$ cat src/rtl/fft_frame_ctrl.sv
// rtl/fft_frame_ctrl.sv - FFT frame controller: input framing, credits, ping-pong reorder buffer sequencing
// Define FFT_CTRL_BITREV_EN to write bit-reversed addresses so frames are read out in natural order.
module fft_frame_ctrl #(
  parameter int N = 3
) (
  input  logic         clk,
  input  logic         rst,
  input  logic         in_valid,
  output logic         in_ready,
  output logic         fft_start,
  input  logic         fft_done,
  output logic         wr_en,
  output logic         wr_bank,
  output logic [N-1:0] wr_addr,
  output logic         rd_en,
  output logic         rd_bank,
  output logic [N-1:0] rd_addr,
  input  logic         out_ready,
  output logic         out_valid,
  output logic         out_last,
  output logic         err_gap,
  output logic         err_overrun
);

  localparam logic [N-1:0] ONE       = {{(N-1){1'b0}}, 1'b1};
  localparam logic [N-1:0] LAST      = {N{1'b1}};
  localparam logic [N-1:0] LOAD_LAST = {{(N-1){1'b1}}, 1'b0};

  typedef enum logic {S_IDLE, S_LOAD} in_state_t;

  in_state_t    r_in_state;
  logic [N-1:0] r_in_cnt;
  logic [1:0]   r_credit;
  logic         r_in_ready;
  logic         r_err_gap;

  logic         r_wr_busy;
  logic [N-1:0] r_wr_cnt;
  logic         r_wr_bank;
  logic [1:0]   r_full;
  logic         r_rd_bank;
  logic [N-1:0] r_rd_cnt;
  logic         r_out_valid;
  logic         r_out_last;
  logic         r_err_overrun;

  logic         w_accept;
  logic         w_load_end;
  logic         w_load_next;
  logic         w_wr_start;
  logic         w_wr_end;
  logic [N-1:0] w_wr_cnt;
  logic         w_rd_go;
  logic         w_rd_end;
  logic [1:0]   w_credit_next;
  logic [1:0]   w_full_next;

  // Sample 0 is taken in IDLE; LOAD covers samples 1..2^N-1.
  assign w_accept    = (r_in_state == S_IDLE) & r_in_ready & in_valid;
  assign w_load_end  = (r_in_state == S_LOAD) & (r_in_cnt == LOAD_LAST);
  assign w_load_next = w_accept | ((r_in_state == S_LOAD) & ~w_load_end);

  assign w_wr_start  = fft_done & ~r_wr_busy & ~rst;
  assign w_wr_end    = r_wr_busy & (r_wr_cnt == LAST);
  assign w_wr_cnt    = r_wr_busy ? r_wr_cnt : '0;

  assign w_rd_go     = r_full[r_rd_bank] & out_ready & ~rst;
  assign w_rd_end    = w_rd_go & (r_rd_cnt == LAST);

  always_comb begin
    w_credit_next = r_credit;
    if (w_rd_end && !w_accept) begin
      if (r_credit != 2'd2) w_credit_next = r_credit + 2'd1;
    end else if (w_accept && !w_rd_end) begin
      w_credit_next = r_credit - 2'd1;
    end
  end

  always_comb begin
    w_full_next = r_full;
    if (w_rd_end) w_full_next[r_rd_bank] = 1'b0;
    if (w_wr_end) w_full_next[r_wr_bank] = 1'b1;
  end

  always_ff @(posedge clk or posedge rst) begin
    if (rst) begin
      r_in_state <= S_IDLE;
      r_in_cnt   <= '0;
      r_credit   <= 2'd2;
      r_in_ready <= 1'b0;
      r_err_gap  <= 1'b0;
    end else begin
      r_credit   <= w_credit_next;
      r_in_ready <= w_load_next | (w_credit_next != 2'd0);
      case (r_in_state)
        S_IDLE: begin
          if (w_accept) begin
            r_in_state <= S_LOAD;
            r_in_cnt   <= '0;
          end
        end
        S_LOAD: begin
          r_in_cnt <= r_in_cnt + ONE;
          if (!in_valid) r_err_gap <= 1'b1;
          if (w_load_end) r_in_state <= S_IDLE;
        end
        default: r_in_state <= S_IDLE;
      endcase
    end
  end

  always_ff @(posedge clk or posedge rst) begin
    if (rst) begin
      r_wr_busy     <= 1'b0;
      r_wr_cnt      <= '0;
      r_wr_bank     <= 1'b0;
      r_full        <= 2'b00;
      r_rd_bank     <= 1'b0;
      r_rd_cnt      <= '0;
      r_out_valid   <= 1'b0;
      r_out_last    <= 1'b0;
      r_err_overrun <= 1'b0;
    end else begin
      r_full <= w_full_next;
      if (w_wr_start) begin
        r_wr_busy <= 1'b1;
        r_wr_cnt  <= ONE;
      end else if (r_wr_busy) begin
        r_wr_cnt <= r_wr_cnt + ONE;
        if (fft_done) r_err_overrun <= 1'b1;
        if (w_wr_end) begin
          r_wr_busy <= 1'b0;
          r_wr_bank <= ~r_wr_bank;
        end
      end
      // Read data appears one cycle after the strobe, matching the RAM latency.
      r_out_valid <= w_rd_go;
      r_out_last  <= w_rd_end;
      if (w_rd_go) r_rd_cnt <= r_rd_cnt + ONE;
      if (w_rd_end) r_rd_bank <= ~r_rd_bank;
    end
  end

`ifdef FFT_CTRL_BITREV_EN
  always_comb begin
    for (int i = 0; i < N; i++) wr_addr[i] = w_wr_cnt[N-1-i];
  end
`else
  assign wr_addr = w_wr_cnt;
`endif

  assign in_ready    = r_in_ready;
  assign fft_start   = w_accept;
  assign wr_en       = w_wr_start | r_wr_busy;
  assign wr_bank     = r_wr_bank;
  assign rd_en       = w_rd_go;
  assign rd_bank     = r_rd_bank;
  assign rd_addr     = r_rd_cnt;
  assign out_valid   = r_out_valid;
  assign out_last    = r_out_last;
  assign err_gap     = r_err_gap;
  assign err_overrun = r_err_overrun;

endmodule

$ cat config.mk
export PLATFORM = sky130hd
export DESIGN_NAME = fft_frame_ctrl
export DESIGN_NICKNAME = d
export VERILOG_FILES = /design/src/rtl/fft_frame_ctrl.sv
export SDC_FILE = /design/constraint.sdc
export NUM_CORES = 1
export LEC_CHECK = 0
export ABC_AREA = 0
export ABC_CLOCK_PERIOD_IN_PS = 4920
export BUFFER_PORTS_ARGS = -buffer_cell sky130_fd_sc_hd__buf_2
export CAP_MARGIN = 20
export CORE_ASPECT_RATIO = 0.7
export CORE_MARGIN = 2
export CORE_UTILIZATION = 35
export CTS_BUF_LIST = sky130_fd_sc_hd__clkbuf_2 sky130_fd_sc_hd__clkbuf_4 sky130_fd_sc_hd__clkbuf_8
export CTS_CLUSTER_SIZE = 14
export DETAILED_ROUTE_END_ITERATION = 10
export GPL_TIMING_DRIVEN = 0
export MAX_ROUTING_LAYER = met4
export PLACE_DENSITY = 0.51
export RECOVER_POWER = 100
export SYNTH_ARGS = -nofsm -noshare
export SYNTH_HDL_FRONTEND = slang
export SYNTH_SLANG_ARGS = --single-unit
export TNS_END_PERCENT = 10
$ cat constraint.sdc
create_clock -name clk -period 4.92 [get_ports clk]
set_clock_uncertainty 0.1 [all_clocks]
set_input_delay 0.738 -clock clk [delete_from_list [all_inputs] [get_ports clk]]
set_output_delay 0.738 -clock clk [all_outputs]
set_load 0.01 [all_outputs]
==> flow_summary_export.csv, run 1 <==
group,metric,value,unit
cells_and_area,final_util,45.20,%
clock_tree,cts_hold_buf,0,
pwr,leakagePower,0.5260,nW
die,dieArea,3234,µm²
die,num_io_pins,21,
setup_path,crit-reg2reg-launch,"rd_addr[0]$_DFFE_PP0P_",
detailed_routing,drc,0,
timing,max_freq,355.3,MHz
placed_design,dp_hpwl,1286,µm
yosys,synth_warnings,0,
setup_path,criticalPathCategory,"in2out",
die,initial_core_util,38.24,%
yosys,ys_types,29,
cells_and_area,area_growth,18.21,%
hold_path,hold_path_startpoint,"err_gap$_DFFE_PP0P_",
clock_tree,post_cts_buffers,0,
yosys,async_flop_share,100.0,%
clock_tree,cts_max_level,1,
grt,gr-total-overflow,0,
clock_tree,cts_sinks,22,
placed_design,portBuffers,20,
pwr,total_power,0.7157,mW
grt,grt_usage,13.27,%
detailed_routing,wire_per_inst,11.86,µm
cells_and_area,nets,120,
cells_and_area,multiInputGateArea,386.6,µm²
setup_path,critPathCaptureType,"output pin",
clock_tree,cts_tree,"yes",
timing,timing_hold_violations_final,0,
setup_path,critPathRequiredTime,4.08,ns
pwr,peakVddDrop,0.0002640,V
timing,slew_headroom,43.42,%
yosys,ys_ff_latch,22,
timing,worstMarginPinSlew,0.8478,ns
yosys,synthesis.nets,95,
cells_and_area,stdcell_count,141,
yosys,yosysTopAreaCell,"dfrtp_1",
timing,report.final.setup_viol,0,
setup_path,cp-startpoint,"rst",
cells_and_area,drive_gt1_share,13.08,%
grt,antenna_found_initial,0,
yosys,syn_area,975.9,µm²
cells_and_area,final-seq-area,551.8,µm²
setup_path,critPathArrivalTime,1.98,ns
clock_tree,path_clk_slew,0.07,ns
timing,min_period,2.815,ns
yosys,yosysSeqAreaShare,56.54,%
yosys,synth_ff_type,"dfrtp_1",
setup_path,critPathTopFamily,"buffers and inverters",
outcome,status,"finished, final reports clean",
clock_tree,clock_path_buffers,2,
cells_and_area,final_cell_mix,"dfrtp_1, clkbuf_1, inv_1",
yosys,synthTopCellsByArea,"dfrtp_1, ha_1, mux2_2, mux2i_1, inv_1",
clock_tree,insertion_delay,0.26,ns
yosys,syn_inst,83,
timing,report.final.slew_viol_count,0,
detailed_routing,routed_wirelength,1672,µm
hold_path,hold_path_class,"reg2reg",
setup_path,path_cells,"clkbuf_1 -> inv_1 -> a21oi_1 -> inv_1 -> clkbuf_1",
cells_and_area,num-fill-cells,266,
yosys,yosysTopAreaCellShare,53.85,%
clock_tree,cts_resized,0,
setup_path,slowest_stage,"inv_1",
setup_path,cp_num_buf_inv,4,
pwr,powerDensity,620.4,nW/µm²
setup_path,critical-path-max-stage-delay,0.62,ns
grt,grt_max_degree,25,
detailed_routing,dr.pass1.iters,4,
timing,tns,0,ns
die,dieWidth,67.12,µm
detailed_routing,vias,649,
grt,grt_pass1_wl,2925,µm
placed_design,routabilityCongestion,0.7420,
yosys,avgSynthCellArea,11.76,µm²
die,rows,15,
cells_and_area,antenna_cells,0,
setup_path,worstPathMaxFanout,24,
detailed_routing,drt_iter0_drc,22,
grt,first_global_vias,660,
job,maxCapViolCount,0,
clock_tree,root_buffer,"clkbuf_8",
timing,rsz0062_at_grt,"no",
yosys,synth_edf_count,0,
cells_and_area,layout_commonest_cell,"dfrtp_1",
detailed_routing,viasPerCell,4.603,
setup_path,worstSetupStartpointType,"input pin",
detailed_routing,postRouteAntennaNets,0,
die,die_h,48.18,µm
die,core_area,2552,µm²
timing,period_share,57.21,%
clock_tree,cts-buffers-inserted,3,
placed_design,dp_cells,137,
==> power by group <==
part / leakage [nW] / switching, mW / total (mW) / internal [mW]
Combinational: 0.249 / 0.145 / 0.273 / 0.128
Clock: 0.0288 / 0.0550 / 0.126 / 0.0712
Sequential: 0.248 / 0.0572 / 0.316 / 0.259
==> stage by stage <==
step | hold slack, ns | cell area, µm² | worst slack [ns]
global route | 0.3858 | 1154 | 1.823
global placement | 0.3378 | 1119 | 2.022
detailed placement | 0.3436 | 1119 | 2.025
CTS | 0.3720 | 1174 | 2.030
floorplan | 0.3578 | 975.9 | 2.493
finish | 0.3705 | 1154 | 2.105
==> synthesized netlist by cell type, types with 2 or more instances <==
master,count
o21ai_0,4
mux2_2,3
dfrtp_1,21
a22o_1,2
nand2_1,6
nor2_1,3
xor2_1,2
inv_1,8
ha_1,7
mux2i_1,3
a21oi_1,3
and2_1,3
a21o_1,2
==> per-layer routing <==
| metal | share of wire [%] | track usage, % | up-vias | routed length (µm) |
|---|---|---|---|---|
| met4 | 1.1 | 6.531 | 0 | 18 |
| li1 | - | - | 334 | - |
| met3 | 5.9 | 4.157 | 2 | 99 |
| met2 | 41 | 19.01 | 14 | 689 |
| met5 | 0 | - | - | 0 |
| met1 | 52 | 17.20 | 299 | 864 |
==> registers in the layout, indices dropped and copies added (netlist names), 2 cells and up <==
| signal | flops |
|---|---|
| rd_addr | 3 |
| r_credit | 2 |
| r_wr_cnt | 3 |
| r_full | 2 |
| r_in_cnt | 3 |
==> kinds of logic after synthesis <==
family	after synthesis	synth area share [%]
compound gates	16	11.15
xor+xnor	3	2.693
fa+ha+maj	7	8.974
buf+inv	10	3.846
flops	22	56.54
mux	6	6.538
simple gates	19	10.26
==> worst register-to-register path, cell delays in order, from the launching register on <==
cell and delay [ns]:
dfrtp_1 0.38, ha_1 0.18, ha_1 0.14, nand3b_1 0.15, o21a_1 0.24, nor3_1 0.19, a221oi_1 0.10, or3_1 0.38
==> layout make-up <==
type	count	share of cell area (%)
inverter	9	2.928
tap	34	3.688
buffer	1	0.3254
clock buffer	4	4.772
sequential	22	47.83
timing repair buffer	20	6.941
multi-input combinational	51	33.51
==> worst paths after layout <==
kind | to | slack (ns) | cells past startpoint
worst max register to register | in_ready$_DFF_PP0_ | 2.94 | 7
worst min-delay path | err_gap$_DFFE_PP0P_ | 0.37 | 1
min in group asynchronous | r_full[1]$_DFF_PP0_ | 0.56 | 2
worst min register to register | err_gap$_DFFE_PP0P_ | 0.37 | 1
max in group asynchronous | r_in_cnt[1]$_DFFE_PP0P_ | 3.64 | 2
worst max-delay path | wr_en | 2.11 | 5
Note: power is estimated with default switching activity, not from simulation.
==> inputs of run 2 (changes only) <==
- ABC_AREA: 0 -> 1
- ABC_CLOCK_PERIOD_IN_PS: 4920 -> 2300
- PLACE_DENSITY: 0.51 -> 0.53
- clock period: 4.92 -> 2.3 ns (I/O delays scaled with it)
==> flow_summary_export.csv, run 2 <==
group,metric,value,unit
yosys,synth_ff_type,"dfrtp_1",
yosys,ys_types,22,
timing,min_period,1.970,ns
yosys,ys_ff_latch,22,
placed_design,dp_cells,165,
grt,grt_pass1_wl,3236,µm
grt,gr-total-overflow,0,
placed_design,portBuffers,20,
yosys,synthesis.nets,121,
yosys,yosysTopAreaCellShare,49.88,%
cells_and_area,stdcell_count,169,
clock_tree,cts-buffers-inserted,3,
die,dieWidth,69.58,µm
yosys,synth_common_cells,"nand2_1, dfrtp_1, inv_1",
detailed_routing,postRouteAntennaNets,0,
clock_tree,path_clk_slew,0.08,ns
timing,worst_slack,0.3296,ns
cells_and_area,antenna_cells,0,
placed_design,routabilityCongestion,0.7414,
clock_tree,root_buffer,"clkbuf_8",
detailed_routing,drt_iter0_drc,14,
yosys,avgSynthCellArea,9.665,µm²
outcome,status,"finished with violations",
detailed_routing,drc,0,
timing,max_freq,507.5,MHz
grt,grt_max_degree,25,
detailed_routing,vias,744,
timing,slew_headroom,66.43,%
yosys,yosysTopAreaCell,"dfrtp_1",
setup_path,critPathRequiredTime,1.86,ns
pwr,total_power,1.540,mW
setup_path,worstSetupStartpointType,"input pin",
pwr,powerDensity,1286,nW/µm²
timing,tns,0,ns
timing,worstMarginPinSlew,0.5025,ns
pwr,leakagePower,0.6311,nW
setup_path,critPathArrivalTime,1.53,ns
timing,rsz0062_at_grt,"no",
die,rows,16,
detailed_routing,routed_wirelength,1779,µm
yosys,synthTopCellsByArea,"dfrtp_1, nand2_1, ha_1, inv_1, o21ai_0",
placed_design,dp_hpwl,1387,µm
die,initial_core_util,37.32,%
yosys,synth_edf_count,0,
hold_path,hold_path_class,"in2async",
detailed_routing,dr.pass1.iters,4,
grt,antenna_found_initial,0,
cells_and_area,final_cell_mix,"nand2_1, dfrtp_1, clkbuf_1",
clock_tree,post_cts_buffers,0,
timing,holdWs,-0.001886,ns
cells_and_area,area_growth,13.66,%
clock_tree,clock_path_buffers,2,
yosys,yosysSeqAreaShare,52.38,%
die,num_io_pins,21,
yosys,yosysMostFrequentCell,"nand2_1",
cells_and_area,layout_commonest_cell,"nand2_1",
timing,report.final.slew_viol_count,0,
timing,period_share,85.67,%
yosys,syn_area,1054,µm²
setup_path,criticalPathCategory,"in2out",
outcome,violations,"negative hold slack",
detailed_routing,wire_per_inst,10.53,µm
pwr,peakVddDrop,0.0004308,V
placed_design,dp_slack,0.001916,ns
die,core_area,2823,µm²
clock_tree,cts_tree,"yes",
yosys,synth_warnings,0,
grt,first_global_vias,779,
clock_tree,cts_sinks,22,
clock_tree,insertion_delay,0.26,ns
yosys,async_flop_share,100.0,%
job,maxCapViolCount,0,
die,dieArea,3472,µm²
cells_and_area,drive_gt1_share,12.78,%
clock_tree,cts_max_level,1,
cells_and_area,nets,146,
die,die_h,49.90,µm
timing,timing_hold_violations_final,4,
setup_path,critPathCaptureType,"output pin",
timing,report.final.setup_viol,0,
setup_path,worstPathMaxFanout,24,
grt,grt_usage,12.40,%
yosys,syn_inst,109,
detailed_routing,viasPerCell,4.402,
-- run 2: stage by stage --
step | utilization (%) | hold slack, ns | instance area [µm²]
after global routing | 42.42 | 0.03237 | 1197
final | 42.42 | -0.001886 | 1197
after detailed placement | 42.46 | 0.3453 | 1199
after CTS | 44.55 | 0.02259 | 1257
after floorplan | - | 0.2576 | 1054
after global placement | 42.46 | 0.3468 | 1199
-- run 2: cell type report --
cell class / count / area [µm²]
timing repair buffer: 20 / 78.83
multi-input combinational: 68 / 391.6
fill: 312 / 1625
tap: 36 / 45.04
clock buffer: 4 / 55.05
buffer: 1 / 3.754
sequential: 22 / 551.8
inverter: 18 / 71.32
-- run 2: cells by family (layout without fill, tap and decap cells) --
group / count (synthesis) / in the layout / synth area share [%]
muxes: 1 / 1 / 0.9502
DFF: 22 / 22 / 52.38
and+or+nand+nor: 46 / 46 / 23.16
xor gates and xnor gates: 3 / 3 / 2.495
adders and majority gates: 7 / 7 / 8.313
AOI/OAI and AO/OA: 11 / 11 / 5.821
buffers and inverters: 19 / 43 / 6.887
-- run 2: what timing repair did --
action                     4_1_cts  5_1_grt
hold buffers                     0        0
resized for setup                1        0
setup endpoints to repair        1        0
hold endpoints to repair         0        0
-- run 2: critical path, cell delays in order --
cell,delay (ns)
clkbuf_1,0.12
clkinvlp_4,0.44
nand2_2,0.16
nor2_1,0.07
nand2_1,0.14
inv_1,0.10
clkbuf_1,0.14
-- run 2: worst paths after layout --
| path | end | from | slack (ns) | cells after the start |
|---|---|---|---|---|
| worst max-delay path | rd_en | rst | 0.33 | 7 |
| worst min-delay path | err_overrun$_DFFE_PP0P_ | rst | -0.002 | 2 |
| worst max register to register | in_ready$_DFF_PP0_ | rd_addr[0]$_DFFE_PP0P_ | 0.57 | 8 |
| max in group asynchronous | r_credit[1]$_DFF_PP1_ | rst | 1.77 | 2 |
| min in group clk | err_gap$_DFFE_PP0P_ | in_valid | 0.18 | 2 |
| worst min register to register | err_overrun$_DFFE_PP0P_ | err_overrun$_DFFE_PP0P_ | 0.36 | 1 |
-- run 2: report_power, final --
part | switching, mW | internal, mW
sequential | 0.107 | 0.546
combinational | 0.384 | 0.230
clock | 0.119 | 0.152
-- run 2: routing by layer --
layer / up-vias / global-route usage [%] / share of wire (%)
met2: 17 / 19.39 / 42
met3: 2 / 5.112 / 6.2
met5: - / - / 0
li1: 389 / - / -
met1: 336 / 14.69 / 51
met4: 0 / 3.922 / 0.73
